--- src/rtl/snoop_resp_collector.sv ---
// rtl/snoop_resp_collector.sv - snoop AC/CR/CD sequencer that collects one cache line per request (optional SNOOP_COLLECTOR_LAST_CHECK_EN: cd.last framing check)

// Default channel bundles. Integrators override the type parameters with their own structs,
// which must provide the same field names; cd.data must be CdDataWidth bits wide.
package snoop_resp_collector_pkg;

  typedef struct packed {
    logic [31:0] addr;
    logic [3:0]  snoop;
    logic [2:0]  prot;
  } ac_chan_t;

  typedef logic [4:0] cr_chan_t;

  typedef struct packed {
    logic [63:0] data;
    logic        last;
  } cd_chan_t;

  typedef struct packed {
    logic     ac_valid;
    ac_chan_t ac;
    logic     cr_ready;
    logic     cd_ready;
  } snoop_req_t;

  typedef struct packed {
    logic     ac_ready;
    logic     cr_valid;
    cr_chan_t cr_resp;
    logic     cd_valid;
    cd_chan_t cd;
  } snoop_resp_t;

endpackage

module snoop_resp_collector #(
  parameter type         snoop_req_t  = snoop_resp_collector_pkg::snoop_req_t,
  parameter type         snoop_resp_t = snoop_resp_collector_pkg::snoop_resp_t,
  parameter type         ac_chan_t    = snoop_resp_collector_pkg::ac_chan_t,
  parameter type         cr_chan_t    = snoop_resp_collector_pkg::cr_chan_t,
  parameter type         cd_chan_t    = snoop_resp_collector_pkg::cd_chan_t,
  parameter int unsigned CdBeats      = 4,
  parameter int unsigned CdDataWidth  = 64
) (
  input  logic                           clk_i,
  input  logic                           rst_ni,
  input  logic                           req_valid_i,
  output logic                           req_ready_o,
  input  ac_chan_t                       req_ac_i,
  output snoop_req_t                     snoop_req_o,
  input  snoop_resp_t                    snoop_resp_i,
  output logic                           rsp_valid_o,
  input  logic                           rsp_ready_i,
  output cr_chan_t                       rsp_cr_o,
  output logic [CdBeats*CdDataWidth-1:0] rsp_data_o,
  output logic                           rsp_err_o
);

  // A line always has at least two beats, so the counter is at least one bit wide.
  localparam int unsigned    BeatW    = (CdBeats > 2) ? $clog2(CdBeats) : 1;
  localparam logic [BeatW-1:0] LastBeat = BeatW'(CdBeats - 1);

  typedef enum logic [2:0] {
    IDLE,
    AC,
    CR,
    CD,
    RESP
  } state_e;

  state_e                           state_q;
  ac_chan_t                         ac_q;
  cr_chan_t                         cr_q;
  logic [CdBeats*CdDataWidth-1:0]   data_q;
  logic [BeatW-1:0]                 beat_cnt_q;

  // Handshake outputs live in flops next to the state, so no input valid reaches an output ready.
  logic req_ready_q;
  logic ac_valid_q;
  logic cr_ready_q;
  logic cd_ready_q;
  logic rsp_valid_q;

  // Transaction sequencer: command, snoop address, snoop response, optional line data, result.
  always_ff @(posedge clk_i or negedge rst_ni) begin
    if (!rst_ni) begin
      state_q     <= IDLE;
      ac_q        <= '0;
      cr_q        <= '0;
      data_q      <= '0;
      beat_cnt_q  <= '0;
      req_ready_q <= 1'b1;
      ac_valid_q  <= 1'b0;
      cr_ready_q  <= 1'b0;
      cd_ready_q  <= 1'b0;
      rsp_valid_q <= 1'b0;
    end else begin
      case (state_q)
        IDLE: begin
          if (req_valid_i && req_ready_q) begin
            ac_q        <= req_ac_i;
            cr_q        <= '0;
            data_q      <= '0;
            beat_cnt_q  <= '0;
            req_ready_q <= 1'b0;
            ac_valid_q  <= 1'b1;
            state_q     <= AC;
          end
        end
        AC: begin
          // ac_valid stays up with ac_q untouched until the multiplexer takes it.
          if (snoop_resp_i.ac_ready) begin
            ac_valid_q <= 1'b0;
            cr_ready_q <= 1'b1;
            state_q    <= CR;
          end
        end
        CR: begin
          if (snoop_resp_i.cr_valid) begin
            cr_q       <= snoop_resp_i.cr_resp;
            cr_ready_q <= 1'b0;
            if (snoop_resp_i.cr_resp[0]) begin
              // DataTransfer: a full line follows on CD.
              beat_cnt_q <= '0;
              cd_ready_q <= 1'b1;
              state_q    <= CD;
            end else begin
              rsp_valid_q <= 1'b1;
              state_q     <= RESP;
            end
          end
        end
        CD: begin
          if (snoop_resp_i.cd_valid) begin
            for (int k = 0; k < int'(CdBeats); k++) begin
              if (beat_cnt_q == BeatW'(k)) begin
                data_q[k*CdDataWidth +: CdDataWidth] <= snoop_resp_i.cd.data;
              end
            end
            // The beat count alone ends collection; the counter never wraps inside a line.
            if (beat_cnt_q == LastBeat) begin
              cd_ready_q  <= 1'b0;
              rsp_valid_q <= 1'b1;
              state_q     <= RESP;
            end else begin
              beat_cnt_q <= beat_cnt_q + 1'b1;
            end
          end
        end
        RESP: begin
          if (rsp_ready_i) begin
            rsp_valid_q <= 1'b0;
            req_ready_q <= 1'b1;
            state_q     <= IDLE;
          end
        end
        default: begin
          state_q     <= IDLE;
          req_ready_q <= 1'b1;
          ac_valid_q  <= 1'b0;
          cr_ready_q  <= 1'b0;
          cd_ready_q  <= 1'b0;
          rsp_valid_q <= 1'b0;
        end
      endcase
    end
  end

  // Pack the registered handshakes and held AC payload into the multiplexer-facing bundle.
  always_comb begin
    snoop_req_o          = '0;
    snoop_req_o.ac_valid = ac_valid_q;
    snoop_req_o.ac       = ac_q;
    snoop_req_o.cr_ready = cr_ready_q;
    snoop_req_o.cd_ready = cd_ready_q;
  end

  assign req_ready_o = req_ready_q;
  assign rsp_valid_o = rsp_valid_q;
  assign rsp_cr_o    = cr_q;
  assign rsp_data_o  = data_q;

`ifdef SNOOP_COLLECTOR_LAST_CHECK_EN
  logic err_q;

  // Sticky framing error: last must be set on the final beat and only there; cleared by the next request.
  always_ff @(posedge clk_i or negedge rst_ni) begin
    if (!rst_ni) begin
      err_q <= 1'b0;
    end else if (state_q == IDLE && req_valid_i && req_ready_q) begin
      err_q <= 1'b0;
    end else if (state_q == CD && snoop_resp_i.cd_valid &&
                 (snoop_resp_i.cd.last != (beat_cnt_q == LastBeat))) begin
      err_q <= 1'b1;
    end
  end

  assign rsp_err_o = err_q;
`else
  // Without the check, cd.last carries no meaning for this block.
  logic unused_cd_last;
  assign unused_cd_last = snoop_resp_i.cd.last;
  assign rsp_err_o      = 1'b0;
`endif

endmodule
--- config.mk ---
export PLATFORM = sky130hd
export DESIGN_NAME = snoop_resp_collector
export DESIGN_NICKNAME = d
export VERILOG_FILES = /design/src/rtl/snoop_resp_collector.sv
export SDC_FILE = /design/constraint.sdc
export NUM_CORES = 1
export LEC_CHECK = 0
export ABC_AREA = 1
export BUFFER_PORTS_ARGS = -buffer_cell sky130_fd_sc_hd__buf_2
export CORE_ASPECT_RATIO = 0.9
export CORE_MARGIN = 3
export CORE_UTILIZATION = 51
export DETAILED_ROUTE_END_ITERATION = 10
export PLACE_DENSITY = 0.79
export SLEW_MARGIN = 20
export SYNTH_ARGS = -nofsm -noshare
export SYNTH_HDL_FRONTEND = slang
export SYNTH_SLANG_ARGS = --single-unit
--- constraint.sdc ---
create_clock -name clk_i -period 2.3 [get_ports clk_i]
set_input_delay 0 -clock clk_i [delete_from_list [all_inputs] [get_ports clk_i]]
set_output_delay 0 -clock clk_i [all_outputs]
set_load 0.1 [all_outputs]
==> results of run 1 <==
## synthesized netlist by cell type (10+ instances only)
master    count  area [um2]
o21ai_0      12        60.1
buf_2        25         125
dfrtp_1     309        7730
clkbuf_1     10        37.5
nand2_1     913        3430
buf_4        21         158
nor2_1       73         274
inv_1        86         323
nand3_1      18        90.1
buf_6        13         146
## kinds of logic (layout without fill, tap and decap cells)
family	count (synthesis)	count (layout)	synth area share [%]
other	1	1	0.0293
and+or+nand+nor	1027	1027	32.0
AOI/OAI and AO/OA	16	16	0.665
DFF	310	310	60.7
buffers and inverters	158	703	6.28
adders and majority gates	4	4	0.391
## state kept, by name, summed over array words and instances, names as in the netlist
signal       count
rsp_data_o     256
snoop_req_o     39
rsp_cr_o         5
state_q          3
beat_cnt_q       2
ac_valid_q       1
cd_ready_q       1
cr_ready_q       1
req_ready_o      1
rsp_valid_o      1
## worst register-to-register path: stages (launching register included)
cell	delay [ns]
dfrtp_1	0.47
nor2_2	0.31
nand3_2	0.23
nand2_8	0.23
inv_4	0.09
nand3_4	0.08
buf_4	0.38
nand2_1	0.13
nand2_1	0.09
## worst max-delay path by stage
stage / startpoint / to / slack (ns) / depth (start not counted)
6_report: state_q[0] / rsp_data_o[238] / 0.23 / 8
5_1_grt: state_q[1] / state_q[2] / 0.05 / 8
3_3_place_gp: state_q[0] / rsp_data_o[209] / 0.39 / 8
3_5_place_dp: state_q[0] / rsp_data_o[238] / 0.30 / 8
4_1_cts: state_q[0] / rsp_data_o[238] / 0.26 / 8
2_1_floorplan: req_ready_o / rsp_data_o[195] / 0.34 / 8
## through the flow
step | hold WS (ns) | utilization [%] | worst slack (ns)
after floorplan | -0.296 | - | 0.343
after global placement | -0.0284 | 62.3 | 0.388
after detailed placement | -0.0270 | 62.3 | 0.298
after CTS | 0.166 | 71.7 | 0.256
after global routing | 0.190 | 71.7 | 0.0517
final | 0.183 | 71.7 | 0.228
## cells in the final DEF (no fill, tap or decap)
master,netlist,final
a21o_1,1,1
a21oi_1,2,2
buf_12,0,18
buf_2,25,418
buf_4,21,5
buf_8,0,1
bufinv_16,0,8
clkbuf_1,10,6
clkbuf_16,0,31
clkbuf_8,0,3
clkinv_2,0,7
clkinvlp_4,0,1
conb_1,1,1
dfrtp_1,309,309
dfstp_2,1,1
dlygate4sd3_1,0,116
ha_1,4,4
inv_1,86,86
inv_2,2,2
inv_4,1,1
nand2_1,913,913
nand2_2,4,4
nand2_4,3,3
nand2_8,2,2
nand3_1,18,18
nand3_2,1,1
nand3_4,4,4
nand3b_1,1,1
nand4_1,2,2
nor2_1,73,73
nor2_2,1,1
nor2_4,1,1
nor2_8,4,4
o21ai_0,12,12
o21bai_1,1,1
## cell type report
cell class	instances	area, um2
multi-input combinational	1048	4230
inverter	89	337
clock buffer	40	840
clock inverter	16	283
timing repair buffer	558	3670
tap	336	420
fill	1754	6930
sequential	310	7760
## what timing repair did
| item | CTS | global route |
|---|---|---|
| hold endpoints to repair | 619 | 0 |
| gates resized for setup | 0 | 0 |
| hold buffers | 117 | 0 |
## layer usage
layer	global-route usage, %	vias to the layer above
met3	7.28	170
li1	-	5571
met2	52.0	726
met4	15.0	0
met5	0	-
met1	36.2	5761
==> results.json, run 1 <==
{
  "grt_pass1_vias": 12500,
  "design_area_mm2": 0.0175,
  "async_flop_share_pct": 100,
  "cts.sinks": 310,
  "status": "finished clean",
  "clk_path_buf_depth": 3,
  "grt_pass1_wl_um": 65800,
  "routed_wl_um": 41500,
  "grt-ovfl-total": 0,
  "r2r_end": "rsp_data_o[238]",
  "post-cts-setup-buffers": 0,
  "grt_max_degree": 67,
  "place_area_mm2": 0.0152,
  "ys_types": 28,
  "fin_skew_ns": 0.0105,
  "crit_family": "simple AND/OR/NAND/NOR gates",
  "drv_cap": 0,
  "period_needed_ns": 2.07,
  "dieArea_mm2": 0.0270,
  "cts_tree": "done",
  "root_buffer": "clkbuf_16",
  "crit_chain": "nor2_2, nand3_2, nand2_8, inv_4, nand3_4, buf_4, nand2_1, nand2_1",
  "critPathLaunchType": "flop",
  "r2r_cells": 8,
  "cpPeakStageDelay_ns": 0.47,
  "clkLatencyLatePin_ns": 0.55,
  "route.vias.total": 12200,
  "tightest_slew_ns": 0.537,
  "top_layer": "met4",
  "post_drt_wl_per_cell_um": 17.3,
  "min_from": "req_ac_i[7]",
  "timing.rr.start": "state_q[0]",
  "core_mm2": 0.0245,
  "ys.flop_type": "dfrtp_1",
  "instances_no_fill": 2397,
  "syn_area_mm2": 0.0128,
  "min_to": "snoop_req_o[9]",
  "ant_nets": 0,
  "drc_errors": 0,
  "die_h_um": 156,
  "first_pass_iters": 6,
  "antenna_found_initial": 0,
  "path_clk_slew_ns": 0.06,
  "synth_seq_cells": 310,
  "syn_area_per_cell_um2": 8.44,
  "drive_above_1_share_pct": 25.0,
  "timing.fmax_mhz": 483,
  "dp.cells": 2224,
  "grtUsageTotal_pct": 30.3,
  "rrSetupSlack_ns": 0.23,
  "num_io_pins": 422,
  "wl_met1_um": 15000,
  "num_rows": 54,
  "num-nets-final": 2157,
  "dp_hpwl_um": 25500,
  "synth_nets": 1636,
  "arrival_ns": 2.55,
  "start_util_pct": 52.3,
  "drtIter0Drc": 928,
  "viasPerCell": 5.10,
  "worst_hold_path_type": "in -> reg",
  "path_buf_inv": 2,
  "yosysSeqAreaShare_pct": 60.7,
  "routabilityCongestion": 0.875,
  "final_hold_viol_count": 0,
  "synth-edff-count": 0,
  "relSlewSlack_pct": 64.4,
  "rsz0062_at_grt": "false",
  "critPathMaxFanout": 29,
  "hold_depth": 4,
  "route.met3.wl_um": 3980,
  "setup_viol": 0,
  "ys_warn_count": 0,
  "maxSlewViolCount": 0,
  "diodes": 0,
  "die_x_um": 173,
  "crit_path_end_kind": "flop",
  "final.period_utilization_pct": 90.1,
  "crit_top_cell": "nand2_1",
  "path_class": "reg -> reg",
  "crit_path_top_delay_cell": "dfrtp_1",
  "area_delta_synth_final_pct": 37.1,
  "htreeDepth": 1,
  "wl_met2_um": 20300,
  "cp.required_ns": 2.78,
  "numCtsBuffers": 30,
  "portBuffers": 419,
  "tns_ns": 0,
  "synthCells": 1516
}
Power of run 1 is not shown: default switching activity piles up to over one toggle a cycle in this logic, so the estimate is an artifact.
==> run 2: changes to the inputs <==
Settings changed: CORE_MARGIN 3 to 2.
==> run 2 against run 1 <==
Against the previous run: clock skew rose by 0.0028 ns; flip-flop and latch count did not move; die area fell by 2.4%; worst hold slack got worse by 0.13 ns; cell area barely moved; non-clock buffer count rose by 5; routed wire length fell by 1.2%; final cell count rose by 0.38%; sequential share of layout area barely moved; global-route usage rose by 0.72 points; worst setup slack got worse by 0.035 ns.
==> results.json, run 2 (synthesis gave the netlist of run 1 again) <==
{
  "status": "finished clean",
  "crit_chain": "nor2_2, nand4_1, buf_4, nand3_1, o21ai_0, dlygate4sd3_1",
  "fin_skew_ns": 0.0132,
  "worst_hold_path_type": "in -> async",
  "cp.required_ns": 2.72,
  "relSlewSlack_pct": 55.2,
  "mostFrequentLayoutCell": "nand2_1",
  "layout_common_cells": "nand2_1 (913), buf_2 (418), dfrtp_1 (309), dlygate4sd3_1 (117), inv_1 (86)",
  "dp_hpwl_um": 24900,
  "cts_tree": "done",
  "setup_viol": 0,
  "drc_errors": 0,
  "first_pass_iters": 5,
  "post-cts-setup-buffers": 0,
  "start_util_pct": 52.3,
  "numCtsBuffers": 31,
  "arrival_ns": 2.53,
  "htreeDepth": 1,
  "grt_pass1_vias": 12300,
  "path_clk_slew_ns": 0.06,
  "period_needed_ns": 2.11,
  "final_hold_viol_count": 0,
  "crit_path_end_kind": "flop",
  "cts.sinks": 310,
  "route.met3.wl_um": 3940,
  "cpPeakStageDelay_ns": 0.57,
  "holdBufCountCts": 117,
  "post_drt_wl_per_cell_um": 17.1,
  "grt_pass1_wl_um": 64400,
  "root_buffer": "clkbuf_16",
  "num_rows": 54,
  "core_mm2": 0.0245,
  "final.period_utilization_pct": 91.6,
  "rsz0062_at_grt": "false",
  "viasPerCell": 5.07,
  "crit_family": "buffers and inverters",
  "path_buf_inv": 2,
  "clkLatencyLatePin_ns": 0.55,
  "path_class": "reg -> reg",
  "die_x_um": 171,
  "grt_max_degree": 82,
  "tightest_slew_ns": 0.672,
  "clk_path_buf_depth": 3,
  "antenna_found_initial": 3,
  "timing.fmax_mhz": 475,
  "area_delta_synth_final_pct": 37.0,
  "largest_reg_flops": 256,
  "grtUsageTotal_pct": 31.0,
  "top_layer": "met4",
  "route.vias.total": 12200,
  "tns_ns": 0,
  "ant_nets": 0,
  "routabilityCongestion": 0.881,
  "routed_wl_um": 41000,
  "cts-resized-gates": 0,
  "num_io_pins": 422,
  "wl_met2_um": 19800,
  "num-nets-final": 2163,
  "die_h_um": 154,
  "maxSlewViolCount": 0,
  "drtIter0Drc": 1034,
  "drv_cap": 0,
  "crit_path_top_delay_cell": "dlygate4sd3_1",
  "portBuffers": 419,
  "critPathMaxFanout": 23,
  "dieArea_mm2": 0.0264,
  "grt-ovfl-total": 0,
  "wl_met1_um": 15100,
  "critPathLaunchType": "flop",
  "drive_above_1_share_pct": 25.3
}
-- run 2: changes by cell type in the layout (fill, tap and decap cells not counted), sizes merged, moves of 3 or more --
cell / change
clkbuf: +4
diode: +3
bufinv: -4
buf: +4
-- run 2: stage by stage --
step	instances	area [um2]	worst slack [ns]	util, %	hold slack [ns]
final	2406	17500	0.193	71.6	0.0487
after detailed placement	2229	15300	0.331	62.4	0.0530
after floorplan	1516	12800	0.343	-	-0.296
after CTS	2403	17500	0.228	71.6	0.0665
after global placement	2229	15300	0.415	62.4	0.0379
after global routing	2406	17500	0.0984	71.6	0.0911
-- run 2: layout make-up --
cell class	instances	area, um2
sequential	310	7760
fill	1814	6940
multi-input combinational	1048	4230
timing repair buffer	563	3690
clock buffer	44	905
tap	336	420
inverter	89	337
clock inverter	13	173
antenna	3	7.51
-- run 2: worst register-to-register path, delay by kind of cell (launching register included) --
kind            cells  cell delay, ns
flops               1            0.47
buf+inv             2            0.84
compound gates      1            0.10
simple gates        3            0.59
-- run 2: metal layers --
layer	up-vias	track usage, %
met4	0	15.5
met1	5744	37.5
li1	5575	-
met3	163	6.96
met5	-	0
met2	709	52.4
-- run 2: path summary, 6_finish.rpt --
| path | start | slack [ns] | to | depth (start not counted) |
|---|---|---|---|---|
| setup / recovery | state_q[0] | 0.19 | rsp_cr_o[4] | 6 |
| hold / removal | rst_ni | 0.05 | rsp_data_o[0] | 2 |
| setup reg to reg | state_q[0] | 0.19 | rsp_cr_o[4] | 6 |
| hold reg to reg | rsp_data_o[37] | 0.46 | rsp_data_o[37] | 2 |
| max in group asynchronous | rst_ni | 1.41 | rsp_data_o[46] | 3 |
| min in group clk_i | req_ac_i[16] | 0.18 | snoop_req_o[18] | 4 |
Power of run 2 is left out for the same reason.
